File: src/rtl/uart_mmio_if.sv
// Data-memory-style bus into the UART register window.
// Reads are combinational from ARADDR. Writes are strobed on the clock edge.
interface uart_mmio_if;
    logic [31:0] ARADDR;
    logic        ARVALID;
    logic [31:0] RDATA;
    logic [31:0] AWADDR;
    logic [31:0] WDATA;
    logic        AWVALID;

    modport master (output ARADDR, ARVALID, AWADDR, WDATA, AWVALID, input RDATA);
    modport slave  (input ARADDR, ARVALID, AWADDR, WDATA, AWVALID, output RDATA);
endinterface

File: src/rtl/uart_mmio.sv
// Memory-mapped 8N1 UART with a TX FIFO, a one-byte RX holding register and a
// programmable baud divider.
module uart_mmio #(
    parameter logic [31:0] BASE_ADDR     = 32'h0001_0000,
    parameter logic [15:0] CLKS_PER_BIT  = 16'd868,
    parameter int unsigned TX_FIFO_DEPTH = 4
) (
    input  logic       CLK,
    input  logic       NRST,
    uart_mmio_if.slave bus,
    input  logic       RX_DSER,
    output logic       TX_DSER
);
    localparam int unsigned PW = (TX_FIFO_DEPTH > 1) ? $clog2(TX_FIFO_DEPTH) : 1;
    localparam int unsigned CW = $clog2(TX_FIFO_DEPTH + 1);
    localparam logic [CW-1:0] FULL_CNT = CW'(TX_FIFO_DEPTH);

    typedef enum logic [1:0] {TX_IDLE, TX_START, TX_DATA, TX_STOP} tx_state_e;
    typedef enum logic [1:0] {RX_IDLE, RX_START, RX_DATA, RX_STOP} rx_state_e;

    logic       rd_hit, wr_hit;
    logic [1:0] rd_sel, wr_sel;
    logic       rx_pop, tx_push, status_wr, baud_wr;
    logic [31:0] rdata;
    logic       unused_bits;

    logic [15:0]   baud_q, baud_d;
    logic [7:0]    fifo_q [TX_FIFO_DEPTH];
    logic [PW-1:0] wr_ptr_q, wr_ptr_d, rd_ptr_q, rd_ptr_d;
    logic [CW-1:0] fifo_cnt_q, fifo_cnt_d;
    logic          fifo_empty, tx_full, tx_pop, tx_idle;

    tx_state_e   tx_state_q, tx_state_d;
    logic [15:0] tx_div_q, tx_div_d, tx_cnt_q, tx_cnt_d;
    logic [7:0]  tx_shift_q, tx_shift_d;
    logic [2:0]  tx_bit_q, tx_bit_d;

    logic        rx_meta_q, rx_sync_q, rx_prev_q, rx_fall;
    rx_state_e   rx_state_q, rx_state_d;
    logic [15:0] rx_div_q, rx_div_d, rx_cnt_q, rx_cnt_d;
    logic [7:0]  rx_shift_q, rx_shift_d;
    logic [2:0]  rx_bit_q, rx_bit_d;
    logic [7:0]  rx_byte_q, rx_byte_d;
    logic        rx_valid_q, rx_valid_d;
    logic        rx_overrun_q, rx_overrun_d;
    logic        rx_frame_err_q, rx_frame_err_d;

    assign rd_hit = (bus.ARADDR[31:4] == BASE_ADDR[31:4]);
    assign wr_hit = (bus.AWADDR[31:4] == BASE_ADDR[31:4]);
    assign rd_sel = bus.ARADDR[3:2];
    assign wr_sel = bus.AWADDR[3:2];
    assign unused_bits = ^{bus.ARADDR[1:0], bus.AWADDR[1:0], bus.WDATA[31:16]};

    assign rx_pop    = bus.ARVALID && rd_hit && (rd_sel == 2'd1);
    assign tx_push   = bus.AWVALID && wr_hit && (wr_sel == 2'd0) && !tx_full;
    assign status_wr = bus.AWVALID && wr_hit && (wr_sel == 2'd2);
    assign baud_wr   = bus.AWVALID && wr_hit && (wr_sel == 2'd3);

    assign fifo_empty = (fifo_cnt_q == '0);
    assign tx_full    = (fifo_cnt_q == FULL_CNT);
    assign tx_idle    = fifo_empty && (tx_state_q == TX_IDLE);

    always_comb begin
        rdata = '0;
        if (rd_hit) begin
            case (rd_sel)
                2'd1:    rdata = {24'b0, rx_byte_q};
                2'd2:    rdata = {27'b0, rx_frame_err_q, rx_overrun_q, rx_valid_q, tx_idle, tx_full};
                2'd3:    rdata = {16'b0, baud_q};
                default: rdata = '0;
            endcase
        end
    end
    assign bus.RDATA = rdata;

    always_comb begin
        baud_d = baud_q;
        if (baud_wr) begin
            baud_d = (bus.WDATA[15:0] < 16'd4) ? 16'd4 : bus.WDATA[15:0];
        end
    end

    always_comb begin
        wr_ptr_d   = tx_push ? wr_ptr_q + PW'(1) : wr_ptr_q;
        rd_ptr_d   = tx_pop  ? rd_ptr_q + PW'(1) : rd_ptr_q;
        fifo_cnt_d = fifo_cnt_q + CW'(tx_push) - CW'(tx_pop);
    end

    always_ff @(posedge CLK) begin
        if (tx_push) begin
            fifo_q[wr_ptr_q] <= bus.WDATA[7:0];
        end
    end

    // Stop bit flows straight into the next start when the FIFO has data,
    // so frames are back-to-back with no idle cycle.
    always_comb begin
        tx_state_d = tx_state_q;
        tx_div_d   = tx_div_q;
        tx_cnt_d   = tx_cnt_q;
        tx_shift_d = tx_shift_q;
        tx_bit_d   = tx_bit_q;
        tx_pop     = 1'b0;
        case (tx_state_q)
            TX_IDLE: begin
                if (!fifo_empty) begin
                    tx_pop     = 1'b1;
                    tx_shift_d = fifo_q[rd_ptr_q];
                    tx_div_d   = baud_q;
                    tx_cnt_d   = baud_q;
                    tx_state_d = TX_START;
                end
            end
            TX_START: begin
                if (tx_cnt_q == 16'd1) begin
                    tx_cnt_d   = tx_div_q;
                    tx_bit_d   = '0;
                    tx_state_d = TX_DATA;
                end else begin
                    tx_cnt_d = tx_cnt_q - 16'd1;
                end
            end
            TX_DATA: begin
                if (tx_cnt_q == 16'd1) begin
                    tx_cnt_d   = tx_div_q;
                    tx_shift_d = {1'b0, tx_shift_q[7:1]};
                    tx_bit_d   = tx_bit_q + 3'd1;
                    if (tx_bit_q == 3'd7) begin
                        tx_state_d = TX_STOP;
                    end
                end else begin
                    tx_cnt_d = tx_cnt_q - 16'd1;
                end
            end
            TX_STOP: begin
                if (tx_cnt_q == 16'd1) begin
                    if (!fifo_empty) begin
                        tx_pop     = 1'b1;
                        tx_shift_d = fifo_q[rd_ptr_q];
                        tx_div_d   = baud_q;
                        tx_cnt_d   = baud_q;
                        tx_state_d = TX_START;
                    end else begin
                        tx_state_d = TX_IDLE;
                    end
                end else begin
                    tx_cnt_d = tx_cnt_q - 16'd1;
                end
            end
            default: tx_state_d = TX_IDLE;
        endcase
    end

    // Line is decoded from state so reset drives it high without waiting for a clock.
    always_comb begin
        case (tx_state_q)
            TX_START: TX_DSER = 1'b0;
            TX_DATA:  TX_DSER = tx_shift_q[0];
            default:  TX_DSER = 1'b1;
        endcase
    end

    assign rx_fall = rx_prev_q && !rx_sync_q;

    // Flag clears are applied first so a same-cycle set from the RX FSM wins.
    always_comb begin
        rx_state_d     = rx_state_q;
        rx_div_d       = rx_div_q;
        rx_cnt_d       = rx_cnt_q;
        rx_shift_d     = rx_shift_q;
        rx_bit_d       = rx_bit_q;
        rx_byte_d      = rx_byte_q;
        rx_valid_d     = rx_valid_q;
        rx_overrun_d   = rx_overrun_q;
        rx_frame_err_d = rx_frame_err_q;

        if (rx_pop) begin
            rx_valid_d = 1'b0;
        end
        if (status_wr && bus.WDATA[3]) begin
            rx_overrun_d = 1'b0;
        end
        if (status_wr && bus.WDATA[4]) begin
            rx_frame_err_d = 1'b0;
        end

        case (rx_state_q)
            RX_IDLE: begin
                if (rx_fall) begin
                    rx_div_d   = baud_q;
                    rx_cnt_d   = baud_q >> 1;
                    rx_state_d = RX_START;
                end
            end
            RX_START: begin
                if (rx_cnt_q == 16'd1) begin
                    rx_cnt_d   = rx_div_q;
                    rx_bit_d   = '0;
                    rx_state_d = rx_sync_q ? RX_IDLE : RX_DATA;
                end else begin
                    rx_cnt_d = rx_cnt_q - 16'd1;
                end
            end
            RX_DATA: begin
                if (rx_cnt_q == 16'd1) begin
                    rx_cnt_d   = rx_div_q;
                    rx_shift_d = {rx_sync_q, rx_shift_q[7:1]};
                    rx_bit_d   = rx_bit_q + 3'd1;
                    if (rx_bit_q == 3'd7) begin
                        rx_state_d = RX_STOP;
                    end
                end else begin
                    rx_cnt_d = rx_cnt_q - 16'd1;
                end
            end
            RX_STOP: begin
                if (rx_cnt_q == 16'd1) begin
                    rx_state_d = RX_IDLE;
                    if (!rx_sync_q) begin
                        rx_frame_err_d = 1'b1;
                    end else if (!rx_valid_q || rx_pop) begin
                        rx_byte_d  = rx_shift_q;
                        rx_valid_d = 1'b1;
                    end else begin
                        rx_overrun_d = 1'b1;
                    end
                end else begin
                    rx_cnt_d = rx_cnt_q - 16'd1;
                end
            end
            default: rx_state_d = RX_IDLE;
        endcase
    end

    always_ff @(posedge CLK or negedge NRST) begin
        if (!NRST) begin
            rx_meta_q <= 1'b1;
            rx_sync_q <= 1'b1;
            rx_prev_q <= 1'b1;
        end else begin
            rx_meta_q <= RX_DSER;
            rx_sync_q <= rx_meta_q;
            rx_prev_q <= rx_sync_q;
        end
    end

    always_ff @(posedge CLK or negedge NRST) begin
        if (!NRST) begin
            baud_q         <= CLKS_PER_BIT;
            wr_ptr_q       <= '0;
            rd_ptr_q       <= '0;
            fifo_cnt_q     <= '0;
            tx_state_q     <= TX_IDLE;
            tx_div_q       <= '0;
            tx_cnt_q       <= '0;
            tx_shift_q     <= '0;
            tx_bit_q       <= '0;
            rx_state_q     <= RX_IDLE;
            rx_div_q       <= '0;
            rx_cnt_q       <= '0;
            rx_shift_q     <= '0;
            rx_bit_q       <= '0;
            rx_byte_q      <= '0;
            rx_valid_q     <= 1'b0;
            rx_overrun_q   <= 1'b0;
            rx_frame_err_q <= 1'b0;
        end else begin
            baud_q         <= baud_d;
            wr_ptr_q       <= wr_ptr_d;
            rd_ptr_q       <= rd_ptr_d;
            fifo_cnt_q     <= fifo_cnt_d;
            tx_state_q     <= tx_state_d;
            tx_div_q       <= tx_div_d;
            tx_cnt_q       <= tx_cnt_d;
            tx_shift_q     <= tx_shift_d;
            tx_bit_q       <= tx_bit_d;
            rx_state_q     <= rx_state_d;
            rx_div_q       <= rx_div_d;
            rx_cnt_q       <= rx_cnt_d;
            rx_shift_q     <= rx_shift_d;
            rx_bit_q       <= rx_bit_d;
            rx_byte_q      <= rx_byte_d;
            rx_valid_q     <= rx_valid_d;
            rx_overrun_q   <= rx_overrun_d;
            rx_frame_err_q <= rx_frame_err_d;
        end
    end
endmodule

File: src/flat_wrapper.sv
// flat-port wrapper written by rule: the top's interface ports become plain ports
module uart_mmio_flat 
#(
    parameter logic [31:0] BASE_ADDR     = 32'h0001_0000,
    parameter logic [15:0] CLKS_PER_BIT  = 16'd868,
    parameter int unsigned TX_FIFO_DEPTH = 4
)
  (CLK, NRST, RX_DSER, TX_DSER, bus_ARADDR, bus_ARVALID, bus_AWADDR, bus_WDATA, bus_AWVALID, bus_RDATA);
  uart_mmio_if bus_i ();
  input  logic CLK;
  input  logic NRST;
  input  logic RX_DSER;
  output logic TX_DSER;
  input wire logic [$bits(bus_i.ARADDR)-1:0] bus_ARADDR;
  input wire logic [$bits(bus_i.ARVALID)-1:0] bus_ARVALID;
  input wire logic [$bits(bus_i.AWADDR)-1:0] bus_AWADDR;
  input wire logic [$bits(bus_i.WDATA)-1:0] bus_WDATA;
  input wire logic [$bits(bus_i.AWVALID)-1:0] bus_AWVALID;
  output wire logic [$bits(bus_i.RDATA)-1:0] bus_RDATA;
  assign bus_i.ARADDR = bus_ARADDR;
  assign bus_i.ARVALID = bus_ARVALID;
  assign bus_i.AWADDR = bus_AWADDR;
  assign bus_i.WDATA = bus_WDATA;
  assign bus_i.AWVALID = bus_AWVALID;
  assign bus_RDATA = bus_i.RDATA;
  uart_mmio #(.BASE_ADDR(BASE_ADDR), .CLKS_PER_BIT(CLKS_PER_BIT), .TX_FIFO_DEPTH(TX_FIFO_DEPTH)) u_core (.CLK(CLK), .NRST(NRST), .bus(bus_i), .RX_DSER(RX_DSER), .TX_DSER(TX_DSER));
endmodule
File: config.mk
export PLATFORM = sky130hd
export DESIGN_NAME = uart_mmio_flat
export DESIGN_NICKNAME = d
export VERILOG_FILES = /design/src/rtl/uart_mmio_if.sv /design/src/rtl/uart_mmio.sv /design/src/flat_wrapper.sv
export SDC_FILE = /design/constraint.sdc
export NUM_CORES = 1
export LEC_CHECK = 0
export ABC_AREA = 1
export CORE_ASPECT_RATIO = 1.25
export CORE_MARGIN = 8
export CORE_UTILIZATION = 40
export CTS_CLUSTER_DIAMETER = 80
export CTS_CLUSTER_SIZE = 30
export DETAILED_ROUTE_END_ITERATION = 10
export PLACE_DENSITY = 0.6
export SLEW_MARGIN = 25
export SYNTH_ARGS = -nofsm -noshare
export SYNTH_HDL_FRONTEND = slang
export SYNTH_SLANG_ARGS = --single-unit
File: constraint.sdc
create_clock -name CLK -period 3.1 [get_ports CLK]
set_clock_uncertainty 0.2 [all_clocks]
set_input_delay 0.62 -clock CLK [delete_from_list [all_inputs] [get_ports CLK]]
set_output_delay 0.62 -clock CLK [all_outputs]
set_load 0.03 [all_outputs]
== Word level (Yosys, flattened, before mapping) ==
Memories as Yosys holds them, arrays and structs flattened.
Index checks and enable logic that the tools add are counted.

* Memories kept: 1
* RAM bits: 32
* Register bits: 127
* Logic and storage cells: 153

* Eq/ne operators: 29
* $lt $le $gt $ge: 1
* Multiplexer cells: 58
* Reduce and logical (&&, ||, !) cells: 35
* Add/sub/neg operators: 8

{| class="wikitable"
|+ Memory list
! memory !! words !! bits a word !! read ports !! clocked after memory_dff !! wr ports !! RTL line !! text
|-
| u_core.fifo_q || 4 || 8 || 1 || 0 || 1 || uart_mmio.sv:28 || <nowiki>logic [7:0] fifo_q [TX_FIFO_DEPTH];</nowiki>
|}

{| class="wikitable"
|+ Operators with widths
! kind !! count
|-
| 16-bit two-way mux || 10
|-
| 16-bit case mux with 3 select lines || 3
|-
| 28-bit by 13-bit equality test with 1-bit output (second input constant) || 2
|-
| 16-bit by 1-bit equality test with 1-bit output (second input constant) || 2
|-
| 16-bit case mux with 2 select lines || 1
|-
| 16-bit by 1-bit subtractor with 16-bit output (second input constant) || 2
|-
| 8-bit two-way mux || 3
|-
| 8-bit case mux with 3 select lines || 1
|-
| 2-bit two-way mux || 11
|-
| 1-bit two-way mux || 19
|-
| 2-bit by 1-bit inequality test with 1-bit output (second input constant) || 9
|-
| 2-bit equality test (second input constant) || 8
|-
| 16-bit by 3-bit less-than comparator with 1-bit output (second input constant) || 1
|-
| 2-bit case mux with 4 select lines || 2
|-
| 3-bit two-way mux || 4
|-
| 3-bit case mux with 2 select lines || 2
|-
| 1-bit logical AND || 11
|-
| 5-bit AND reduction || 2
|-
| 3-bit equality test (second input constant) || 3
|-
| 3-bit AND reduction || 3
|-
| 2-bit AND reduction || 4
|-
| 3-bit by 1-bit adder with 3-bit output (second input constant) || 2
|-
| 2-bit by 1-bit equality test with 1-bit output (second input constant) || 3
|-
| 2-bit zero test || 3
|-
| 12 further kinds || 20
|}

== Depth between registers and ports, before layout ==
* Depth in word-level cells: 9
* Gate-level depth with buffers: 15
* Mapped depth without buffers: 14

== Worst setup path before layout ==
OpenSTA, ideal clock, no wires.

* Kind: input -> output
* Start point: in bus_ARADDR[15]
* End point: out bus_RDATA[10]
* Data required time: 2.280 ns
* Setup slack: 0.372 ns
* Stages on the path: 6
* Data arrival time: 1.908 ns
* Cell sequence: nor2_1 > nand4_1 > nor2_1 > nand2_1 > clkbuf_1 > nor3_1

* Word-level cells in the longest chain between the ends: 2

{| class="wikitable"
|+ Ends and longest elaborated chain
! item !! RTL line !! text
|-
| start: declaration || flat_wrapper.sv:14 || <nowiki>input wire logic [$bits(bus_i.ARADDR)-1:0] bus_ARADDR;</nowiki>
|-
| 28-bit by 13-bit equality test with 1-bit output || uart_mmio.sv:48 || <nowiki>assign rd_hit = (bus.ARADDR[31:4] == BASE_ADDR[31:4]);</nowiki>
|-
| 16-bit two-way mux || uart_mmio.sv:65 || <nowiki>if (rd_hit) begin</nowiki>
|-
| end: declaration || flat_wrapper.sv:19 || <nowiki>output wire logic [$bits(bus_i.RDATA)-1:0] bus_RDATA;</nowiki>
|}

Every way passes these cells.

== Worst setup path after layout ==
* Start point: in bus_ARADDR[16]
* End point: out bus_RDATA[5]

The elaborated chain is that of the path after synthesis.

==> results.md <==
* Syn avg cell area at 7.97 um2
* Final-report hold violation count at 0
* I/O Pins at 134
* Highest clock rate at 333 MHz
* Most frequent cells in the layout: nand2_1, inv_1, dfrtp_1
* Synth Cell Area at roughly 0.009 mm2
* Final GP Congestion at between 0.8 and 0.9
* Total GRT Usage at ~18%
* CTS Buf Count at 17
* Power share of the combinational group at 27.2%
* GRT Residual Overflow at 0
* Routed len/inst at 15.2 um
* Die area at 0.0277 mm2
* Worst Setup Path Type: in -> out
* Final Net Count at 1370
* Vias per cell at 4.99
* Syn Inst Count at 1133
* Clock H-tree levels at 4
* Filler Cells Inserted at 2185
* Ys flop type: dfrtp_1
* Synth Warn # at 0
* Maximum VDD drop at about 0.34 mV
* WP data required at 2.28 ns
* Setup TNS at 0 ns
* Port Buffer Count at 97
* Setup violations, final at 0
* Top Family by Delay on Critical Path: buffers and inverters
* Drc violations at 0
* Fin Hold WS at 0.157 ns
* Adder-cell share of the synthesized area at 3.41%
* Critical-path cell list: clkdlybuf4s50_1 > inv_1 > nor2_1 > nand4_1 > nor2_2 > nand2_1 > buf_4 > a21oi_1 > buf_4
* Yosys reg bits at about 160
* Final-report max-slew violation count at 0
* Clk_lat worst skew at 0.43 ns
* RR Startpoint: u_core.tx_cnt_q[1]$_DFF_PN0_
* Hold path startpoint: u_core.rx_meta_q$_DFF_PN1_
* Worst hold path class: reg -> reg
* DRT iter0 DRCs at 464
* # diodes at 0
* Largest net degree at the start of global routing at 60
* Crit start category: primary input
* Layout cell share with drive strength beyond 1 at 11.2%
* Die width at 150 um
* Core area at between 0.02 and 0.025 mm2
* Num Clock Sinks at about 160
* Worst-path clk slew at 0.07 ns
* Max incr delay on CP at 0.47 ns
* Post-synth EDFFs at 32
* Ys async rst share at between 70% and 80%
* Synth Area in Compound Gates at 11.9%
* Max-cap violations at 0
* Slew margin rel. at 47.7%
* Sw frac at a little over a third
* Fin crit share at 97.0%
* Post-synthesis sequential area ratio at 46.0%
* Buf+Inv Stages, Crit Path at 4
* Cell variety after synth at 49
* Area taken by multi-input logic gates at 0.00415 mm2
* Leakage at 5.08 nW
* Synth Area in XOR/XNOR at under 10%
* RSZ-0062 raised after global routing: false
* R2R Setup Slk at approximately 0.37 ns
* CP max-delay cell: clkdlybuf4s50_1
* Root Buffer: clkbuf_16
* Die Ht at 184 um
* Max FO, Critical Path at 5
* Hold Crit Depth at 0
* Antenna Nets Post-Route at 0
* DP HPWL at ~17000 um
* Main combinational cell family by area after synthesis: simple AND/OR/NAND/NOR gates
* Routed WL at about 23000 um
* Most common cell after layout, fill and taps aside: nand2_1
* Simple-gate portion of the synthesized area at between 20% and 30%
* Area growth from synthesis to layout at 20.6%
* Clock share of power at about a third
* Worst Setup End Kind: output pin
* Number of global-route vias before repair at roughly 7600
* CP most frequent cell: buf_4
* RR Endpoint: u_core.fifo_cnt_q[2]$_DFF_PN0_
* CTS Buffer Depth at 2
* WHS Endpoint: u_core.rx_sync_q$_DFF_PN1_
* Initial Utilization at 40.6%
* Row count at 61
* Antenna violations before repair at 0
* Critical Path AT at 2.19 ns
* Tmin final at 3.01 ns
* Vias at 7694
* Post-synthesis mux area share at 0.776%
* Pre-antenna DRT Iters at 5
* Pint at between 4 and 5 mW
* CTS tree: done
* Sequential Power Share at 38.7%
* P_sw at 2.17 mW
* Global-route wire length before repair at roughly 39000 um
* Reg2reg path depth at 14
* Status: finished clean
* Actual slew at the worst max-slew pin at 0.785 ns
* Pwr dens at 568 mW/mm2
* Seq. cell area at roughly 0.0041 mm2
what timing repair did:
item                                   4_1_cts  5_1_grt
setup buffers                                0        0
gates resized for setup                      0        3
endpoints found under the hold margin       22        0
hold buffers                                 1        0
setup endpoints to repair                    0        2
cells in the mapped netlist (7+ instances only):
cell type / number / area share (%)
xnor2_1: 9 / 0.87
o21ai_0: 81 / 4.5
buf_4: 18 / 1.5
inv_1: 121 / 5.0
nand4_1: 11 / 0.76
clkbuf_1: 12 / 0.50
nor2_2: 8 / 0.55
dfrtp_1: 119 / 33
dfstp_2: 8 / 2.3
buf_2: 10 / 0.55
nor2_1: 99 / 4.1
nand2_1: 334 / 14
edfxtp_1: 32 / 11
inv_2: 7 / 0.29
nand3_1: 56 / 3.1
o21ai_1: 54 / 3.0
a21oi_1: 14 / 0.78
nor3_1: 15 / 0.83
xor2_1: 13 / 1.3
o22ai_1: 10 / 0.69
ha_1: 23 / 3.2
mux2i_1: 7 / 0.78
o21ai_2: 11 / 1.1
a21oi_2: 7 / 0.68
kinds of logic after synthesis:
| kind of cell | count (synthesis) |
|---|---|
| AOI/OAI and AO/OA | 190 |
| xor gates and xnor gates | 22 |
| adders and majority gates | 24 |
| buffers and inverters | 176 |
| DFF | 159 |
| muxes | 7 |
| other | 1 |
| and+or+nand+nor | 554 |
per-stage QoR:
stage	utilization, %	setup WS, ns	cell area, um2	total power, mW	cells
after floorplan	-	0.372	9080	3.68	1148
after global placement	46.3	0.0772	10300	4.08	1508
after detailed placement	46.3	0.0746	10300	4.11	1508
after CTS	49.0	0.0400	10900	6.22	1541
after global routing	49.0	0.0122	10900	6.58	1541
final	49.0	0.0933	10900	6.18	1541
how the worst max path moves through the flow:
stage	from	endpoint	slack, ns	cells after the start
final	bus_ARADDR[16]	bus_RDATA[5]	0.09	9
after global routing	bus_ARADDR[16]	bus_RDATA[10]	0.01	9
after CTS	u_core.tx_state_q[0]$_DFFE_PN0P_	TX_DSER	0.04	6
after detailed placement	bus_AWADDR[29]	u_core.fifo_cnt_q[2]$_DFF_PN0_	0.07	12
after global placement	bus_AWADDR[29]	u_core.fifo_cnt_q[1]$_DFF_PN0_	0.08	12
after floorplan	bus_ARADDR[15]	bus_RDATA[10]	0.37	6
routing by layer:
| metal | wire [um] | part of all wire, % | GRT usage, % |
|---|---|---|---|
| met1 | 10400 | 45 | 22.1 |
| met2 | 11400 | 48 | 30.0 |
| met3 | 1360 | 5.8 | 4.26 |
| met4 | 300 | 1.3 | 4.69 |
| met5 | 0 | 0 | 0 |
sequential cells by signal, indices dropped and copies added, names as in the netlist, 2 cells and up, named ones only:
register,count
u_core.tx_div_q,16
u_core.baud_q,16
u_core.rx_byte_q,8
u_core.rd_ptr_q,2
u_core.rx_cnt_q,16
u_core.tx_cnt_q,16
u_core.rx_div_q,16
u_core.tx_bit_q,3
u_core.rx_bit_q,3
u_core.fifo_cnt_q,3
u_core.fifo_q,32
u_core.wr_ptr_q,2
u_core.tx_state_q,2
u_core.rx_shift_q,8
u_core.tx_shift_q,8
power by group through the flow:
stage                     registers (mW)  clock network (mW)  logic, mW
after floorplan                     2.40                   0       1.28
after global placement              2.43                   0       1.64
after detailed placement            2.43                   0       1.67
after CTS                           2.39                2.15       1.68
after global routing                2.41                2.24       1.92
final                               2.39                2.11       1.68
area by class of cell:
cell class / count / area share, %
clock buffer: 17 / 3.91
timing repair buffer: 125 / 10.7
clock inverter: 15 / 1.56
tap: 283 / 3.25
inverter: 129 / 4.45
multi-input combinational: 813 / 38.1
sequential: 159 / 38.1
Note: power is estimated with default switching activity, not from simulation.
